$ cat src/rtl/ec_send_arbiter_pkg.sv
// Shared types and constants for the ec send arbiter: FSM state encoding,
// ec word width and the index-width helper.
package ec_send_arbiter_pkg;

   localparam int EC_WORD_W = 32;

   typedef enum logic [1:0] {
      EC_ARB_IDLE = 2'd0,
      EC_ARB_SEND = 2'd1,
      EC_ARB_GAP  = 2'd2
   } arb_state_t;

   // Width of a requester index; a single requester still needs one bit.
   function automatic int idx_w(input int n);
      return (n > 1) ? $clog2(n) : 1;
   endfunction

endpackage

$ cat src/rtl/ec_send_arbiter_rr_pick.sv
// Combinational round-robin picker: first set request at or above ptr,
// wrapping modulo N_REQ. Returns a one-hot grant and the matching index.
module ec_send_arbiter_rr_pick
   import ec_send_arbiter_pkg::*;
#(
   parameter int N_REQ = 2,
   parameter int IW    = idx_w(N_REQ)
) (
   input  logic [N_REQ-1:0] req,
   input  logic [IW-1:0]    ptr,
   output logic [N_REQ-1:0] grant,
   output logic [IW-1:0]    idx,
   output logic             any
);

   logic [IW-1:0] slot;

   // NOTE: every signal written here gets a default first; a path that leaves
   // one unassigned would infer a latch.
   always_comb begin
      grant = '0;
      idx   = '0;
      slot  = '0;
      any   = |req;
      // Scan from the farthest slot back to ptr so the nearest hit wins.
      for (int k = N_REQ - 1; k >= 0; k--) begin
         slot = IW'((int'(ptr) + k) % N_REQ);
         if (req[slot]) begin
            grant       = '0;
            grant[slot] = 1'b1;
            idx         = slot;
         end
      end
   end

endmodule

$ cat src/rtl/ec_send_arbiter.sv
// Round-robin arbiter sharing the ec send path among N_REQ word producers.
// Optional watchdog on a stalled send: define EC_ARB_WATCHDOG_EN.
module ec_send_arbiter
   import ec_send_arbiter_pkg::*;
#(
   parameter int N_REQ   = 2,
   parameter int DW      = EC_WORD_W,
   parameter int GAP     = 0,
   parameter int TIMEOUT = 1023
) (
   input  logic                CLK,
   input  logic                RST,
   input  logic [N_REQ-1:0]    req_valid_i,
   input  logic [N_REQ*DW-1:0] req_data_i,
   output logic [N_REQ-1:0]    req_ack_o,
   output logic                ec_valid_o,
   output logic [DW-1:0]       ec_data_o,
   input  logic                ec_ack_i,
   output logic [N_REQ-1:0]    grant_o,
   output logic                busy_o,
   output logic                timeout_o
);

   localparam int IW = idx_w(N_REQ);
   localparam int GW = 8;

   if (N_REQ < 1 || N_REQ > 8 || GAP < 0 || GAP > 255 || TIMEOUT < 1) begin : g_param_check
      $error("ec_send_arbiter: parameter out of range");
   end

   arb_state_t       state_q, state_d;
   logic [IW-1:0]    ptr_q, ptr_d;
   logic [IW-1:0]    owner_q, owner_d;
   logic [GW-1:0]    gap_q, gap_d;

   logic [N_REQ-1:0] pick_grant;
   logic [IW-1:0]    pick_idx;
   logic             pick_any;
   logic [DW-1:0]    pick_data;

   logic             done;
   logic             expired;

   logic             ec_valid_d;
   logic [DW-1:0]    ec_data_d;
   logic [N_REQ-1:0] req_ack_d;
   logic [N_REQ-1:0] grant_d;
   logic             busy_d;
   logic             timeout_d;

   ec_send_arbiter_rr_pick #(
      .N_REQ (N_REQ),
      .IW    (IW)
   ) u_pick (
      .req   (req_valid_i),
      .ptr   (ptr_q),
      .grant (pick_grant),
      .idx   (pick_idx),
      .any   (pick_any)
   );

   assign pick_data = req_data_i[pick_idx * DW +: DW];

   // ec_valid_o is high exactly while in SEND, so an ack anywhere else is ignored.
   assign done = (state_q == EC_ARB_SEND) && ec_ack_i;

`ifdef EC_ARB_WATCHDOG_EN
   localparam int WW = $clog2(TIMEOUT + 1);

   logic [WW-1:0] wd_q;

   assign expired = (state_q == EC_ARB_SEND) && !ec_ack_i && (wd_q == WW'(TIMEOUT));

   always_ff @(posedge CLK or negedge RST) begin
      if (!RST)                       wd_q <= '0;
      else if (state_q != EC_ARB_SEND) wd_q <= '0;
      else if (!expired)              wd_q <= wd_q + 1'b1;
   end
`else
   assign expired = 1'b0;
`endif

   // NOTE: sequential state uses non-blocking assignments so every register
   // samples the pre-edge values regardless of statement order.
   always_ff @(posedge CLK or negedge RST) begin
      if (!RST) begin
         state_q    <= EC_ARB_IDLE;
         ptr_q      <= '0;
         owner_q    <= '0;
         gap_q      <= '0;
         ec_valid_o <= 1'b0;
         ec_data_o  <= '0;
         req_ack_o  <= '0;
         grant_o    <= '0;
         busy_o     <= 1'b0;
         timeout_o  <= 1'b0;
      end else begin
         state_q    <= state_d;
         ptr_q      <= ptr_d;
         owner_q    <= owner_d;
         gap_q      <= gap_d;
         ec_valid_o <= ec_valid_d;
         ec_data_o  <= ec_data_d;
         req_ack_o  <= req_ack_d;
         grant_o    <= grant_d;
         busy_o     <= busy_d;
         timeout_o  <= timeout_d;
      end
   end

   always_comb begin
      state_d = state_q;
      ptr_d   = ptr_q;
      owner_d = owner_q;
      gap_d   = gap_q;
      unique case (state_q)
         EC_ARB_IDLE: begin
            if (pick_any) begin
               state_d = EC_ARB_SEND;
               owner_d = pick_idx;
            end
         end
         EC_ARB_SEND: begin
            if (done || expired) begin
               ptr_d   = (owner_q == IW'(N_REQ - 1)) ? '0 : owner_q + 1'b1;
               state_d = (GAP > 0) ? EC_ARB_GAP : EC_ARB_IDLE;
               gap_d   = '0;
            end
         end
         EC_ARB_GAP: begin
            if (gap_q == GW'(GAP - 1)) begin
               state_d = EC_ARB_IDLE;
               gap_d   = '0;
            end else begin
               gap_d = gap_q + 1'b1;
            end
         end
         default: state_d = EC_ARB_IDLE;
      endcase
   end

   // Outputs are registered from the next state, so they line up with state_q.
   always_comb begin
      ec_valid_d = (state_d == EC_ARB_SEND);
      grant_d    = '0;
      if (state_d == EC_ARB_SEND)
         grant_d = (state_q == EC_ARB_SEND) ? grant_o : pick_grant;
      ec_data_d  = (state_q == EC_ARB_IDLE && state_d == EC_ARB_SEND) ? pick_data : ec_data_o;
      req_ack_d  = done ? grant_o : '0;
      busy_d     = (state_d != EC_ARB_IDLE);
      timeout_d  = expired;
   end

endmodule

$ cat config.mk
export PLATFORM = sky130hd
export DESIGN_NAME = ec_send_arbiter
export DESIGN_NICKNAME = d
export VERILOG_FILES = /design/src/rtl/ec_send_arbiter_pkg.sv /design/src/rtl/ec_send_arbiter_rr_pick.sv /design/src/rtl/ec_send_arbiter.sv
export SDC_FILE = /design/constraint.sdc
export NUM_CORES = 1
export LEC_CHECK = 0
export ABC_AREA = 1
export BUFFER_PORTS_ARGS = -buffer_cell sky130_fd_sc_hd__buf_2
export CORE_ASPECT_RATIO = 1.1
export CORE_UTILIZATION = 44
export CTS_BUF_LIST = sky130_fd_sc_hd__clkbuf_4 sky130_fd_sc_hd__clkbuf_8
export CTS_CLUSTER_SIZE = 30
export DETAILED_ROUTE_END_ITERATION = 10
export HOLD_SLACK_MARGIN = 0.1
export PLACE_DENSITY = 0.85
export SYNTH_ARGS = -nofsm -noshare
export SYNTH_HDL_FRONTEND = slang
export SYNTH_SLANG_ARGS = --single-unit
$ cat constraint.sdc
create_clock -name CLK -period 1.03 [get_ports CLK]
set_input_delay 0 -clock CLK [delete_from_list [all_inputs] [get_ports CLK]]
set_output_delay 0 -clock CLK [all_outputs]
set_load 0.01 [all_outputs]
# --- Yosys cells after proc, flatten, opt, wreduce, memory -nomap -nowiden ---
# Index checks and enable logic that the tools add are counted.
totals:
  regBits: 50
  inputBits: 69
  output_inout_bits: 39
  elab_cells: 57
classes:
  n_addsub: 3
  order_cmp: 4
  n_eq_ne: 6
  shift: 1
  n_mux: 23
  n_reduce_logical: 11
ops:
  columns: ["cell", "n"]
  rows:
  - ["$shiftx 64x7->32", 1]
  - ["$mux 2", 8]
  - ["$mux 8", 2]
  - ["$pmux 8 s2", 1]
  - ["$mux 1", 9]
  - ["$add 8x1->8 const B", 1]
  - ["$eq 8x8->1 const B", 1]
  - ["$pmux 2 s3", 1]
  - ["$reduce_and 2->1", 3]
  - ["$eq 2x1->1 const B", 2]
  - ["$logic_and 1x1->1", 4]
  - ["$lt 1x2->1 const B", 2]
  - ["$ne 2x2->1 const B", 2]
  - ["$reduce_bool 2->1", 2]
  - ["$add 1x1->1 const B", 2]
  - ["$demux 1 s1", 2]
  - ["$eq 2x2->1 const B", 1]
  - ["$ge 1x1->1 const B", 2]
  - ["$logic_not 2->1", 1]
  - ["$reduce_or 2->1", 1]

# --- Depth between registers and ports, before layout ---
# Gate-level depths: netlist of the first run.
logic_depth:
  depth_word: 9
  depth_mapped: 8
  mapped_depth_nobuf: 8

# --- Modules after synthesis ---
# From an unflattened synthesis of the first run, not the netlist that was laid out.
hier_totals:
  cells_unflattened: 283
  area_unflattened_um2: 2323.5
modules_own_cells:
  columns: ["module", "instances", "cells_per_inst", "area_each_um2", "seq_area_each_um2"]
  rows:
  - ["ec_send_arbiter", 1, 276, 2290.9, 1251.2]
  - ["ec_send_arbiter_rr_pick", 1, 7, 32.5, 0.0]

# --- Worst setup path after synthesis of the first run ---
# Ideal clock, no wire load.
synth_path:
  path_kind: "flip-flop to flip-flop"
  startpoint: "reg gap_q[0]"
  endpoint: "reg gap_q[5]"
  setup_time_ns: 0.083
  arrival_ns: 1.048
  required_time_ns: 0.947
  setup_slack_ns: -0.101
  stages_incl_launch_ff: 7
  path_buffers: 0
  synth_period_minus_slack_ns: 1.131
  cell_sequence: "dfrtp_1 -> ha_1 -> nand2_1 -> nor2_1 -> nand2_1 -> nand2_1 -> o21ai_0"
synth_via:
  elab_chain_cells: 3
  word_cells_on_any_way: 4
  cone_classes: "add/sub (1); eq/ne (1); mux (2)"
synth_rtl:
  columns: ["element", "line", "rtl"]
  rows:
  - ["start, declared", "ec_send_arbiter.sv:34", "logic [GW-1:0] gap_q, gap_d;"]
  - ["start signal, assigned", "ec_send_arbiter.sv:101", "gap_q <= gap_d;"]
  - ["$add 8x1->8 / $eq 8x8->1 (equally long branches)", "ec_send_arbiter.sv:135, ec_send_arbiter.sv:131", null]
  - ["$mux 8 *", "ec_send_arbiter.sv:131", "if (gap_q == GW'(GAP - 1)) begin"]
  - ["$pmux 8 s2 *", "ec_send_arbiter.sv:116", "unique case (state_q)"]
# Mark *: on every way between the ends. The rest lies on a longest branch, timed or not.
# A chain may end at the register's enable or synchronous reset.

# --- Worst setup path in the final report of the first run ---
layout_path:
  startpoint: "reg ptr_q"
  endpoint: "reg ec_data_o[8]"
layout_via:
  elab_chain_cells: 6
  word_cells_on_any_way: 8
  cone_classes: "add/sub (1); shift (1); mux (6)"
layout_rtl:
  columns: ["element", "line", "rtl"]
  rows:
  - ["start, declared", "ec_send_arbiter.sv:32", "logic [IW-1:0] ptr_q, ptr_d;"]
  - ["start signal, assigned", "ec_send_arbiter.sv:99", "ptr_q <= ptr_d;"]
  - ["$add 1x1->1", "ec_send_arbiter_rr_pick.sv:27", "slot = IW'((int'(ptr) + k) % N_REQ);"]
  - ["$mux 1 (implied by the code) (2 in series)", "ec_send_arbiter_rr_pick.sv:28", "if (req[slot]) begin"]
  - ["$mux 1", "ec_send_arbiter_rr_pick.sv:28", null]
  - ["$mux 1 *", "ec_send_arbiter_rr_pick.sv:28", null]
  - ["$shiftx 64x7->32 *", "ec_send_arbiter.sv:62", "assign pick_data = req_data_i[pick_idx * DW +: DW];"]
  - ["end signal, assigned", "ec_send_arbiter.sv:103", "ec_data_o <= ec_data_d;"]
  - ["end, declared", "ec_send_arbiter.sv:17", "output logic [DW-1:0] ec_data_o,"]
# Mark *: on every way between the ends. The rest lies on a longest branch, timed or not. The select of a mux whose other input is x is not followed.

==> results list, run 1 <==
* Max Fanout on Critical Path: 18
- For this design the ratio of total power to cell area is 2180 nW/um^2.
- Global-route wire length before repair: 14.1 mm
* Library cell with the largest summed area after synthesis: sky130_fd_sc_hd__dfrtp_1
* Design Power: 8970 uW
- The worst register-to-register path begins at ptr_q.
- Fraction of final layout cells sized beyond drive strength 1: 0.366
- The worst hold path terminates at grant_o[1].
* Count of different cell masters after synthesis: 17
- For flop-to-flop paths, the worst setup slack is -0.34 ns.
- Pin count of the biggest net entering global routing: 51
- GRT Residual Overflow: 0
- Reported leakage power: 0.00198 uW
- Timing would allow up to 729 MHz.
- Worst ir drop on vdd: 1190 uV
- After detailed routing, the number of remaining DRC violations is 0.
- Violation count after the first detailed-route iteration: 237
- CTS tree: yes
- The commonest cells after synthesis are sky130_fd_sc_hd__nand2_1 (97), sky130_fd_sc_hd__dfrtp_1 (50), sky130_fd_sc_hd__nand3_1 (41), sky130_fd_sc_hd__o21a_1 (32), sky130_fd_sc_hd__inv_1 (15).
- Data arrival time at the worst-slack endpoint: 1.61 ns
* Vias in the first global route: 2978
* Vias per inst: 5.62
* Synth-to-layout area growth: 74.9%
- Clock-pin slew was measured on the worst setup and hold paths at 0.09 ns.
* Average detailed-routed wire length per instance: 19.7 um
- Dpl ws: -0.250 ns
- Number of enable-type register cells in the synthesized netlist: 0
- Top-level port count: 108
* Most frequently used flop master after synthesis: sky130_fd_sc_hd__dfrtp_1
- After technology mapping, the gate count stands at 277.
- Async SR Flop Fraction: 1.00
- Final WL: 10.4 mm
- TritonCTS Buffers: 5
- Final RePlAce weighted congestion: 0.906
- Critical path cell sequence: o21ai_2 -> buf_6 -> nand2_1 -> nand3_4 -> o21a_1
* Clock latency on the worst-skew pair: 0.30 ns
- Setup violations remaining at the end of the flow were counted as 50.
- Vias: 2969
* Net count after synthesis: 347
- Initial core utilization: 0.464
- Summing every instance area after synthesis gives 2350 sq um.
* Worst R2R End: ec_data_o[8]
- The largest single stage delay on the critical path is 0.42 ns.
* Most common cell in the synthesized netlist: sky130_fd_sc_hd__nand2_1
- Count of input and output buffers: 106
- The number of antenna violations at the first check in global routing was 0.
- Worst Path Class, Setup: register to register
- 0 antenna diodes ended up in the layout.
* Drt first pass iters: 4
- Setup crit start kind: register
* Worst Hold Class: input port to register
* Hold path start: ec_ack_i
- Clock skew on the completed layout was measured at 0.00614 ns.
- The clock passes through at most 2 buffers.
* Outcome: finished with violations
* Data required time at the worst endpoint: 1.27 ns
- Of the post-synthesis cell area, the dominant cell type holds 0.532.
- Most area-consuming cells after synthesis: sky130_fd_sc_hd__dfrtp_1 (53%), sky130_fd_sc_hd__nand2_1 (15%), sky130_fd_sc_hd__o21a_1 (10%)
- Violations in the final reports: negative setup slack
* Number of maximum-capacitance violations: 0
- Synthesis-stage register bit count: 50
- Setup slack on the critical path of the routed design comes to -0.342 ns.
* H-tree depth: 2
* Antenna viol nets, final: 0
- Final worst-path cycle share: 1.33
* Overall Global Routing Usage: 0.327
* Row cnt: 27
* Number of cells on the worst hold path: 4
- Number of clock sinks: 50
- In this run the clock root is driven by a sky130_fd_sc_hd__clkbuf_8.
* HPWL reported at the end of detailed placement: 4.16 mm
* Worst-case reg-to-reg path depth: 5
- Setup repair after global routing could not meet its margin everywhere.
* Cell type of the slowest stage on the worst timing path: sky130_fd_sc_hd__dfrtp_1
- Sequential area share after synthesis: 0.532
- Final max-slew violation count: 0
- Tmin final: 1.37 ns
- Height of the die: 78.7 um
* Number of endpoints with negative hold slack in the final report: 0
* NumNets Final: 539
- Worst Setup End Kind: register
- In this run the mean area of a mapped cell was 8.49 sq um.
* Width of the die: 71.7 um
* Area enclosed by the die boundary: 5640 sq um
- Yosys printed 0 warnings.
* Placeable core area: 5070 sq um
## registers in the layout, indices dropped and copies added (netlist names)
register and count:
gap_q 8, grant_o 2, ec_data_o 32, state_q 2, req_ack_o 2, ptr_q 1
owner_q 1, busy_o 1, ec_valid_o 1
## stage by stage
stage	area, sq um	setup TNS [ns]	hold WS (ns)	instances	utilization
final	4110	-10.84	0.141	528	0.812
after global routing	4110	-13.39	0.177	528	0.812
after CTS	4000	-8.85	0.131	526	0.790
after detailed placement	3080	-9.26	0.00911	446	0.608
after global placement	3080	-7.72	0.00856	446	0.608
after floorplan	2370	-3.06	-0.296	277	-
## worst max-delay path by stage
stage / from / end / slack, ns / depth (start not counted)
detailed placement: state_q[1] / ec_data_o[11] / -0.25 / 4
global route: ptr_q / ec_data_o[8] / -0.39 / 5
floorplan: state_q[0] / ec_data_o[0] / -0.08 / 4
global placement: state_q[1] / ec_data_o[0] / -0.20 / 4
CTS: state_q[0] / grant_o[0] / -0.23 / 5
finish: ptr_q / ec_data_o[8] / -0.34 / 5
## per-layer routing
layer / vias up / wire [um] / GRT usage
met5: - / 0 / 0
met2: 228 / 5050 / 0.570
met4: 0 / 771 / 0.237
met1: 1375 / 3590 / 0.340
met3: 76 / 977 / 0.0757
li1: 1290 / - / -
## report_power, final
group / internal, uW / switching [uW]
registers: 2730 / 511
clock network: 541 / 653
logic: 2200 / 2330
## layout make-up
cell class	instances	area, sq um
inverter	15	56.3
timing repair buffer	199	1530
clock buffer	6	82.6
sequential	50	1250
clock inverter	2	12.5
tap	58	72.6
multi-input combinational	198	1110
fill	274	953
## cells in the final DEF, fill, tap and decap left out, drive strengths merged
| master | Yosys | routed |
|---|---|---|
| conb | 1 | 1 |
| nand2 | 97 | 97 |
| nand4 | 2 | 2 |
| o21a | 32 | 32 |
| dfrtp | 50 | 50 |
| clkbuf | 0 | 7 |
| bufbuf | 0 | 1 |
| buf | 14 | 131 |
| nand3 | 41 | 41 |
| dlygate4sd3 | 0 | 66 |
| nor3 | 1 | 1 |
| o31ai | 1 | 1 |
| clkinvlp | 0 | 1 |
| ha | 1 | 1 |
| nor2 | 10 | 10 |
| o21ai | 11 | 11 |
| o21bai | 1 | 1 |
| inv | 15 | 15 |
| clkinv | 0 | 1 |
## repair_timing
item                                    CTS  global route
pin swaps                                 1             1
endpoints found under the setup margin   50            50
gates resized for setup                  14            21
hold buffers                             66             0
hold endpoints to repair                 83             0
buffers inserted                          3             1
cloned                                    3             1
## worst max-delay path: cells and delay by family (launching register included)
| kind | cells | cell delay (ns) |
|---|---|---|
| buffers and inverters | 1 | 0.21 |
| AO/OA/AOI/OAI | 2 | 0.36 |
| flip-flops | 1 | 0.42 |
| AND/OR/NAND/NOR | 2 | 0.32 |
## logic make-up after synthesis
family,after synthesis,share of synthesized area
and+or+nand+nor,151,0.269
DFF,50,0.532
other,1,0.00159
buffers and inverters,29,0.0590
adders and majority gates,1,0.00532
AOI/OAI and AO/OA,45,0.134
Note: power is estimated with default switching activity, not from simulation.
==> run 2, diff against run 1 <==
--- a/config.mk
+++ b/config.mk
@@ -5,7 +5,6 @@
 export SDC_FILE = /design/constraint.sdc
 export NUM_CORES = 1
 export LEC_CHECK = 0
-export ABC_AREA = 1
 export BUFFER_PORTS_ARGS = -buffer_cell sky130_fd_sc_hd__buf_2
 export CORE_ASPECT_RATIO = 1.1
 export CORE_UTILIZATION = 44
@@ -13,7 +12,7 @@
 export CTS_CLUSTER_SIZE = 30
 export DETAILED_ROUTE_END_ITERATION = 10
 export HOLD_SLACK_MARGIN = 0.1
-export PLACE_DENSITY = 0.85
+export PLACE_DENSITY = 0.79
 export SYNTH_ARGS = -nofsm -noshare
 export SYNTH_HDL_FRONTEND = slang
 export SYNTH_SLANG_ARGS = --single-unit
==> run 2 against run 1 <==
- the run still ends with negative setup slack left
- area after synthesis up 2.7%
- die area up 2.6%
- wire length up 1.7%
- critical endpoint is now ec_data_o[16]
==> results list, run 2 <==
* Library cell with the largest summed area after synthesis: sky130_fd_sc_hd__dfrtp_1
- Tmin final: 1.43 ns
* Maximum count of clock buffers along a single path: 2
* Worst Hold Class: input port to register
* HPWL reported at the end of detailed placement: 4.10 mm
- Final core area utilization: 0.894
- Worst Path Class, Setup: register to register
- The endpoint identified for the worst register-to-register timing path is ec_data_o[16].
- Initial antenna violation count: 2
- Most common cell in the synthesized netlist: sky130_fd_sc_hd__dfrtp_1
- The critical path contains buffers and inverters numbering 2 combined.
- In the routed layout, each cell is associated on average with a via count of 5.49.
- Each instance of the synthesized netlist takes up on average 10.7 sq um.
- Width of the die: 72.6 um
- Average detailed-routed wire length per instance: 20.6 um
- After clock tree synthesis, the clock-pin slew on the worst setup and hold paths is 0.10 ns.
- Final WL: 10.6 mm
- Synthesis inferred 50 register bits.
* Synth Cell Area: 2410 sq um
- H-tree depth: 2
- Of the cells placed in the final design, the portion with a size suffix greater than 1 is 0.555.
* Initial core utilization: 0.470
- The worst hold path terminates at grant_o[0].
- Buffers inserted during clock tree synthesis total 5.
- Sorting the synthesized cells by how often they occur yields sky130_fd_sc_hd__dfrtp_1 (50), sky130_fd_sc_hd__nand2_1 (39), sky130_fd_sc_hd__mux2i_1 (33), sky130_fd_sc_hd__o21ai_1 (25), sky130_fd_sc_hd__o21ai_2 (11).
* Largest Register: ec_data_o
* Count of different cell masters after synthesis: 39
* Violation count after the first detailed-route iteration: 243
- Along the worst path, the maximum fanout reaches 6.
- The worst register-to-register path has a setup slack of -0.40 ns.
- Number of enable-type register cells in the synthesized netlist: 0
* Worst-case reg-to-reg path depth: 6
- Number of clock sinks: 50
- Synthesis Warnings: 0
* Max FFs per register: 32
- After the last flow step, the layout net total stands at 509.
- Pin count of the biggest net entering global routing: 51
- Vias: 2820
- Placeable core area: 5130 sq um
- The initialized floorplan defines 27 standard-cell rows.
* Final max-slew violation count: 0
* Vias in the first global route: 2876
- The floorplan step defined a die boundary enclosing 5790 sq um.
- Drc violations: 0
* Filler cell count in the final layout: 211
- The die is 79.7 um tall.
* Worst Setup End Kind: register
* Data required time at the worst endpoint: 1.22 ns
- Number of cells on the worst hold path: 4
- In the post-route analysis, the smallest setup slack over all paths is -0.403 ns.
- GRT Residual Overflow: 0
* Reported leakage power: 0.00225 uW
- The slowest stage of the critical path is the sky130_fd_sc_hd__dfrtp_2 cell.
- The area growth from synthesis to layout is 90.2%.
- Most frequently used flop master after synthesis: sky130_fd_sc_hd__dfrtp_1
- CTS tree: yes
- Kind of cell with the highest combined delay on the critical path: flip-flops
- Across the routed clock network, the largest skew measured is 0.0243 ns.
- Async SR Flop Fraction: 1.00
* Number of instances in the synthesized netlist: 225
- Setup total negative slack on the finished layout was measured at -15.02 ns.
- The run finished, with violations left.
- Most area-consuming cells after synthesis: sky130_fd_sc_hd__dfrtp_1 (52%), sky130_fd_sc_hd__mux2i_1 (14%), sky130_fd_sc_hd__nand2_1 (6.1%)
- Largest registers: ec_data_o: 32 flops, gap_q: 8 flops
- Count of input and output buffers: 106
- Net count after synthesis: 295
- Leaving out fill and tap cells, the most frequent cell in the layout is sky130_fd_sc_hd__buf_2.
* Hold path start: req_valid_i[0]
- Buffer type at the clock tree root: sky130_fd_sc_hd__clkbuf_8
- Of the available clock period, the critical path in the final layout requires 1.39.
- For the worst setup path, the data arrival time is 1.62 ns.
- In the layout the commonest cells are sky130_fd_sc_hd__buf_2 (106), sky130_fd_sc_hd__dlygate4sd3_1 (66), sky130_fd_sc_hd__dfrtp_1 (48), sky130_fd_sc_hd__buf_4 (24).
* Top-level port count: 108
- Global-route wire length before repair: 14.0 mm
* Slowest cell delay on critical path: 0.48 ns
* Overall Global Routing Usage: 0.327
* Antenna viol nets, final: 0
- Number of endpoints with negative hold slack in the final report: 0
- For this run, the register share of the synthesized area comes to 0.518.
* Total power per unit cell area: 1850 nW/um^2
- Area share of the largest cell type after synthesis: 0.518
* Violations in the final reports: negative setup slack
* Fmax achieved: 698 MHz
- Max-cap violations in this run came to 0.
- The critical path goes through buf_12 -> nor2_4 -> o21ai_4 -> clkbuf_16 -> nand2_1 -> o21ai_1.
- Setup repair after global routing could not meet its margin everywhere.
- The first detailed-routing pass ran for 4 iterations.
- Setup violations remaining at the end of the flow were counted as 50.
- Routability-driven placement finished with a final weighted congestion of 0.862.
- Setup crit start kind: register
* Worst ir drop on vdd: 1280 uV
- The later pin in the worst-skew pair is clocked with a latency of 0.32 ns.
- In this run the critical register-to-register path is launched from state_q[0].
## run 2: worst register-to-register path, cell delays in order, from the launching register on
cell	delay, ns
sky130_fd_sc_hd__dfrtp_2	0.48
sky130_fd_sc_hd__buf_12	0.16
sky130_fd_sc_hd__nor2_4	0.15
sky130_fd_sc_hd__o21ai_4	0.15
sky130_fd_sc_hd__clkbuf_16	0.21
sky130_fd_sc_hd__nand2_1	0.09
sky130_fd_sc_hd__o21ai_1	0.08
## run 2: routing by layer
metal / vias to the layer above / track usage / share of wire
met2: 171 / 0.588 / 0.53
met3: 63 / 0.0859 / 0.056
met4: 0 / 0.210 / 0.065
met1: 1364 / 0.330 / 0.35
li1: 1222 / - / -
met5: - / 0 / 0
## run 2: final cells by class
class	instances	area (sq um)	area share
timing repair buffer	220	1760	0.383
antenna	2	5.00	0.00109
inverter	3	11.3	0.00245
multi-input combinational	159	1330	0.290
clock inverter	2	60.1	0.0131
clock buffer	6	82.6	0.0180
sequential	50	1250	0.273
tap	72	90.1	0.0196
## run 2: logic make-up (layout without fill, tap and decap cells)
| logic type | after synthesis | after routing | synth area share |
|---|---|---|---|
| other cells | 1 | 3 | 0.00155 |
| simple gates | 70 | 70 | 0.141 |
| fa+ha+maj | 1 | 1 | 0.00518 |
| mux | 34 | 34 | 0.141 |
| compound gates | 52 | 53 | 0.137 |
| flops | 50 | 50 | 0.518 |
| buf+inv | 17 | 231 | 0.0560 |
## run 2: worst max-delay path by stage
stage	slack, ns	cells after the start	to	start
final	-0.40	6	ec_data_o[16]	state_q[0]
after global routing	-0.77	5	ec_data_o[28]	ptr_q
after CTS	-0.29	4	busy_o	gap_q[1]
after detailed placement	-0.33	4	busy_o	gap_q[1]
after global placement	-0.28	4	busy_o	gap_q[1]
after floorplan	-0.32	4	busy_o	gap_q[1]
## run 2: power breakdown
group	switching (uW)	total, uW	leakage [uW]	internal [uW]
logic	1840	3710	0.00155	1870
registers	505	3050	0.000627	2540
clock network	711	1750	0.0000714	1040
## run 2: stage by stage
stage / std cells / hold slack [ns] / cell area, sq um / worst slack [ns] / total power, uW
global route: 513 / 0.133 / 4590 / -0.765 / 8870
global placement: 417 / 0.00413 / 3210 / -0.282 / 5220
detailed placement: 417 / 0.00945 / 3210 / -0.334 / 5310
floorplan: 225 / -0.296 / 2460 / -0.320 / 4330
CTS: 503 / 0.124 / 4240 / -0.289 / 7530
finish: 514 / 0.129 / 4590 / -0.403 / 8510
## run 2: what timing repair did
| action | CTS | global route |
|---|---|---|
| cloned | 4 | 4 |
| setup buffers | 8 | 8 |
| gates resized for setup | 29 | 67 |
| hold buffers | 66 | 0 |
| endpoints found under the hold margin | 83 | 0 |
| endpoints found under the setup margin | 50 | 50 |
| pin swaps | 11 | 19 |
